<file path="src/rtl/bit_serializer.sv">
// Parallel-to-serial shifter with a one-word holding buffer, so that a steady
// stream of word offers produces a gapless 1 bit/clk stream on x.
module bit_serializer #(
    parameter int WIDTH     = 8,
    parameter bit MSB_FIRST = 1'b1,
    parameter bit IDLE_BIT  = 1'b0
) (
    input  logic             clk,
    input  logic             rst,
    input  logic [WIDTH-1:0] din,
    input  logic             load,
    output logic             ready,
    output logic             x,
    output logic             x_valid,
    output logic             word_done,
    output logic             busy
);
    localparam int            CW   = $clog2(WIDTH);
    localparam logic [CW-1:0] LAST = CW'(WIDTH - 1);

    typedef enum logic {IDLE, SHIFT} state_t;

    state_t           state_q, state_d;
    logic [WIDTH-1:0] sh_q, sh_d;
    logic [WIDTH-1:0] hold_q, hold_d;
    logic             hold_full_q, hold_full_d;
    logic [CW-1:0]    cnt_q, cnt_d;
    logic             xfer;

    // ready is just the inverse of hold_full, so a transfer never needs din timing
    assign xfer = load & ~hold_full_q;

    always_ff @(posedge clk) begin
        if (rst) begin
            state_q     <= IDLE;
            sh_q        <= '0;
            hold_q      <= '0;
            hold_full_q <= 1'b0;
            cnt_q       <= '0;
        end else begin
            state_q     <= state_d;
            sh_q        <= sh_d;
            hold_q      <= hold_d;
            hold_full_q <= hold_full_d;
            cnt_q       <= cnt_d;
        end
    end

    always_comb begin
        state_d     = state_q;
        sh_d        = sh_q;
        hold_d      = hold_q;
        hold_full_d = hold_full_q;
        cnt_d       = cnt_q;
        case (state_q)
            IDLE: begin
                if (xfer) begin
                    sh_d    = din;
                    cnt_d   = '0;
                    state_d = SHIFT;
                end
            end
            SHIFT: begin
                if (cnt_q == LAST) begin
                    // last bit: refill from holding buffer first, then from din
                    cnt_d = '0;
                    if (hold_full_q) begin
                        sh_d        = hold_q;
                        hold_full_d = 1'b0;
                    end else if (xfer) begin
                        sh_d = din;
                    end else begin
                        state_d = IDLE;
                    end
                end else begin
                    if (MSB_FIRST)
                        sh_d = {sh_q[WIDTH-2:0], 1'b0};
                    else
                        sh_d = {1'b0, sh_q[WIDTH-1:1]};
                    cnt_d = cnt_q + CW'(1);
                    if (xfer) begin
                        hold_d      = din;
                        hold_full_d = 1'b1;
                    end
                end
            end
            default: state_d = IDLE;
        endcase
    end

    assign busy      = (state_q == SHIFT);
    assign x_valid   = busy;
    assign x         = busy ? (MSB_FIRST ? sh_q[WIDTH-1] : sh_q[0]) : IDLE_BIT;
    assign word_done = busy && (cnt_q == LAST);
    assign ready     = ~hold_full_q;

endmodule

</file>
<file path="config.mk">
export PLATFORM = sky130hd
export DESIGN_NAME = bit_serializer
export DESIGN_NICKNAME = d
export VERILOG_FILES = /design/src/rtl/bit_serializer.sv
export SDC_FILE = /design/constraint.sdc
export NUM_CORES = 1
export LEC_CHECK = 0
export ABC_AREA = 1
export BUFFER_PORTS_ARGS = -buffer_cell sky130_fd_sc_hd__buf_2
export CAP_MARGIN = 10
export CORE_ASPECT_RATIO = 1.25
export CORE_MARGIN = 3
export CORE_UTILIZATION = 59
export CTS_BUF_LIST = sky130_fd_sc_hd__clkbuf_4 sky130_fd_sc_hd__clkbuf_8
export DETAILED_ROUTE_END_ITERATION = 8
export PLACE_DENSITY_LB_ADDON = 0.12
export SETUP_SLACK_MARGIN = 0.1
export SKIP_LAST_GASP = 1
export SLEW_MARGIN = 25
export SYNTH_ARGS = -nofsm -noshare
export SYNTH_HDL_FRONTEND = slang
export SYNTH_SLANG_ARGS = --single-unit
</file>
<file path="constraint.sdc">
create_clock -name clk -period 1.6 [get_ports clk]
set_input_delay 0.16 -clock clk [delete_from_list [all_inputs] [get_ports clk]]
set_output_delay 0.16 -clock clk [all_outputs]
set_load 0.1 [all_outputs]
</file>
Yosys cells after proc, flatten, opt, wreduce, memory -nomap -nowiden
Cells that the tools add are included.
W data, S select, Z words.

operators by class
  bitwise gates (word level) = 4
  add/subtract/negate cells = 1
  muxes and demuxes = 14
  reduce and logical (&&, ||, !) cells = 4
  eq/ne operators = 2

operators by type and width
  operator               count
  $mux W8                3
  $pmux W8 S2            1
  $mux W1                6
  $mux W3                2
  $pmux W3 S2            1
  $add A3 B1 Y3 const B  1
  $eq A3 B3 Y1 const B   1
  $not A1 Y1             3
  $reduce_and A3 Y1      1
  $ne A2 B2 Y1 const B   1
  $pmux W1 S2            1
  $reduce_and A2 Y1      1
  $reduce_bool A2 Y1     1
  $and A1 B1 Y1          1
  $logic_and A1 B1 Y1    1

storage, ports and cells
  output and inout port bits = 5
  bits in registers = 21

Depth between registers and ports, before layout
  word-level depth = 6
  gate-level depth with buffers = 10
  gate-level depth less buffers = 8

Worst setup path before layout
OpenSTA, ideal clock, no wires.

  path type = reg-to-output
  start = reg state_q (netlist: busy)
  end = out x
  slack = -467 ps
  cell stages (with the launch flop) = 4
  path buffers = 1
  data arrival time = 1907 ps
  data required time = 1440 ps
  cell sequence = dfxtp_1 > buf_4 > nand2_1 > inv_1

on the way
  longest elaborated chain between the ends = 1

ends and longest elaborated chain
  element                   line  text
  start: declaration        23    state_t state_q, state_d;
  start signal: assignment  41    state_q <= state_d;
  $mux W1                   93    assign x = busy ? (MSB_FIRST ? sh_q[WIDTH-1] : sh_q[0]) : IDLE_BIT;
  end: declaration          13    output logic x,

No other way between the ends.

Final worst setup path
  start = reg cnt_q[1]
  end = out word_done

on the way
  longest elaborated chain between the ends = 2

ends and longest elaborated chain
  element                   line  text
  start: declaration        27    logic [CW-1:0] cnt_q, cnt_d;
  start signal: assignment  45    cnt_q <= cnt_d;
  $eq A3 B3 Y1              94    assign word_done = busy && (cnt_q == LAST);
  $logic_and A1 B1 Y1       94
  end: declaration          15    output logic word_done,

No other way between the ends.

==> results by group <==
STA
  – Worst Tran Pin Value: 0.4869 ns
  – Fin. max-slew vios: 0
  – Layout Skew: 0.01010 ns
  – Post-Route Setup TNS: 0 ns
  – Final Cycle Share: 90.35%
  – Setup Viol. Count Final: 0
  – Unrepaired setup endpoints after global routing: true
  – Fin. Hold Viols: 0
  – Max-slew headroom: 67.76%
  – Tmin final: 1.446 ns
  – Fmax: 0.6917 GHz

Critical path
  – Setup crit start: cnt_q[1]$_SDFFE_PP0P_
  – CP endpoint: word_done
  – R2r endpoint: hold_q[1]$_SDFFE_PP0P_
  – RR Startpoint: cnt_q[1]$_SDFFE_PP0P_
  – Worst-path fanout max: 3
  – R2r setup slk: 0.23 ns
  – Worst setup EP type: primary output
  – Critical Path RT: 1.44 ns
  – R2R depth: 8
  – CP Class: reg2out
  – Crit start category: register
  – Crit path DAT: 1.29 ns

GRT
  – Total GRT Usage: 23.36%
  – Largest net degree at the start of global routing: 17
  – Via count of the first global-routing pass: 1035
  – First-pass GRT wire length: 4.471 mm
  – Total congestion overflow: 0
  – Initial antenna violation count: 0

Clock network
  – Total CTS buffers: 3
  – Worst-Skew Late Latency: 0.32 ns
  – H-tree levels: 1
  – Reg clk slew, reported paths: 0.11 ns
  – CTS tree: yes
  – CTS Sinks: 21
  – CTS root buf: clkbuf_4
  – CTS max path bufs: 2

Power and ir drop
  – Pleak: 0.0007525 uW
  – Max IR drop VDD: 0.0007890 V
  – Pwr dens: 825.1 nW/um^2

Outcome
  – Status: completed

Cells and area
  – Final-stage net count: 226
  – Area delta synth->final: 12.79%
  – Post-route cell area: 1379 um^2
  – Share of cells above drive strength 1: 18.48%
  – Diode count: 0

Floorplan
  – Core area: 1872 um^2
  – Io pins: 16
  – Chip width: 46.71 um
  – Starting Density: 65.31%
  – Die area: 2657 um^2
  – Placement Rows: 17
  – Die Height: 56.89 um

Yosys
  – Yosys Warn Count: 0
  – Sequential area share after synthesis: 34.39%
  – Syn_nets: 211
  – Yosys reg bits: 21
  – Synth Instances: 197
  – Syn avg cell area: 6.205 um^2
  – Post-synth cell types: 18
  – Synthesized area: 1222 um^2

Job
  – Max_cap viols: 0

Routing
  – Via Count: 1130
  – DRC errors left: 0
  – Routed WL per cell: 11.30 um
  – DR pass1 iterations: 4
  – Post-route ant nets: 0
  – Initial DRC count: 13
  – Vias per inst: 4.913
  – Detailed Route WL: 2.600 mm

Placed design
  – Gpl congestion: 0.8117
  – DP Area: 1303 um^2
  – Post-DP HPWL: 1.715 mm
  – Port bufs: 15

Min path
  – Worst Hold Class: in2reg
layout by cell type (no fill, tap or decap):
cell type / instances
ha_4: 2
inv_2: 2
dfxtp_4: 1
a21oi_4: 1
clkinvlp_4: 1
clkbuf_4: 5
nor3_1: 1
dfxtp_1: 18
a21oi_1: 5
nand2_4: 2
nand2_8: 1
nand3_1: 11
nand2_2: 2
buf_4: 3
buf_6: 1
inv_1: 26
nand2_1: 56
buf_2: 12
buf_12: 1
dfxtp_2: 2
nor2_1: 54
nor2_8: 1
inv_4: 2
ha_1: 1
state kept, by name, indices dropped and copies added, names as in the netlist:
register,count
busy,1
sh_q,8
cnt_q,3
hold_full_q,1
hold_q,8
metal layers:
metal / global-route usage, % / wire [um]
met2: 37.20 / 1320
met4: 15.02 / 108
met1: 27.24 / 1105
met3: 4.167 / 66
met5: 0 / 0
critical path, cell delays in order (launching register included):
cell,delay [ns]
dfxtp_2,0.38
ha_4,0.15
ha_4,0.15
nand2_4,0.06
inv_4,0.07
buf_12,0.17
Yosys cell counts:
cell type	n	share of area, %
nor3_1	1	0.41
dfxtp_1	21	34
ha_1	3	3.1
a21oi_1	5	2.0
inv_4	1	0.51
nand3_1	11	4.5
inv_2	3	0.92
a21oi_4	1	1.3
nand2_4	1	0.92
inv_1	27	8.3
nor2_1	54	17
buf_4	5	3.1
nand2_1	57	18
nand2_8	1	1.6
buf_6	2	1.8
clkbuf_1	1	0.31
nand2_2	2	1.0
nor2_8	1	1.6
how the worst min path moves through the flow:
stage | startpoint | to | slack, ns | cells past startpoint
after global placement | rst | busy$_SDFF_PP0_ | 0.39 | 2
after global routing | rst | busy$_SDFF_PP0_ | 0.06 | 2
final | rst | busy$_SDFF_PP0_ | 0.07 | 2
after detailed placement | rst | busy$_SDFF_PP0_ | 0.40 | 2
after floorplan | rst | busy$_SDFF_PP0_ | 0.22 | 1
after CTS | rst | busy$_SDFF_PP0_ | 0.05 | 2
area by class of cell:
class	instances	area, um^2
Sequential cell	21	426.7
Multi-Input combinational cell	137	651.9
Timing Repair Buffer	18	121.4
Clock buffer	4	30.03
Fill cell	171	493.0
Tap cell	19	23.77
Inverter	31	125.1
power breakdown:
group / total, uW / switching [uW] / internal, uW
Clock: 284 / 169 / 115
Sequential: 589 / 28.1 / 561
Combinational: 264 / 182 / 82.7
logic make-up after synthesis:
logic type      Yosys count  share of synthesized area (%)
simple gates            128                          44.22
buf+inv                  39                          14.94
fa+ha+maj                 3                          3.071
compound gates            6                          3.378
flops                    21                          34.39
per-stage QoR:
stage / utilization (%) / instances / power, uW / hold slack, ns / setup WS [ns]
global placement: 69.59 / 224 / 846.9 / 0.3947 / 0.1960
floorplan: - / 197 / 812.4 / 0.2194 / 0.1594
global route: 73.66 / 230 / 1213 / 0.05570 / 0.08935
finish: 73.66 / 230 / 1138 / 0.06782 / 0.1544
CTS: 74.00 / 230 / 1144 / 0.05060 / 0.04981
detailed placement: 69.59 / 224 / 853.6 / 0.4017 / 0.1689
what timing repair did:
item | CTS | global route
hold buffers | 0 | 0
endpoints found under the setup margin | 2 | 9
endpoints found under the hold margin | 0 | 0
pin swaps | 0 | 2
setup buffers | 2 | 1
gates resized for setup | 9 | 2
No activity file was read; power rests on OpenSTA's default activity.
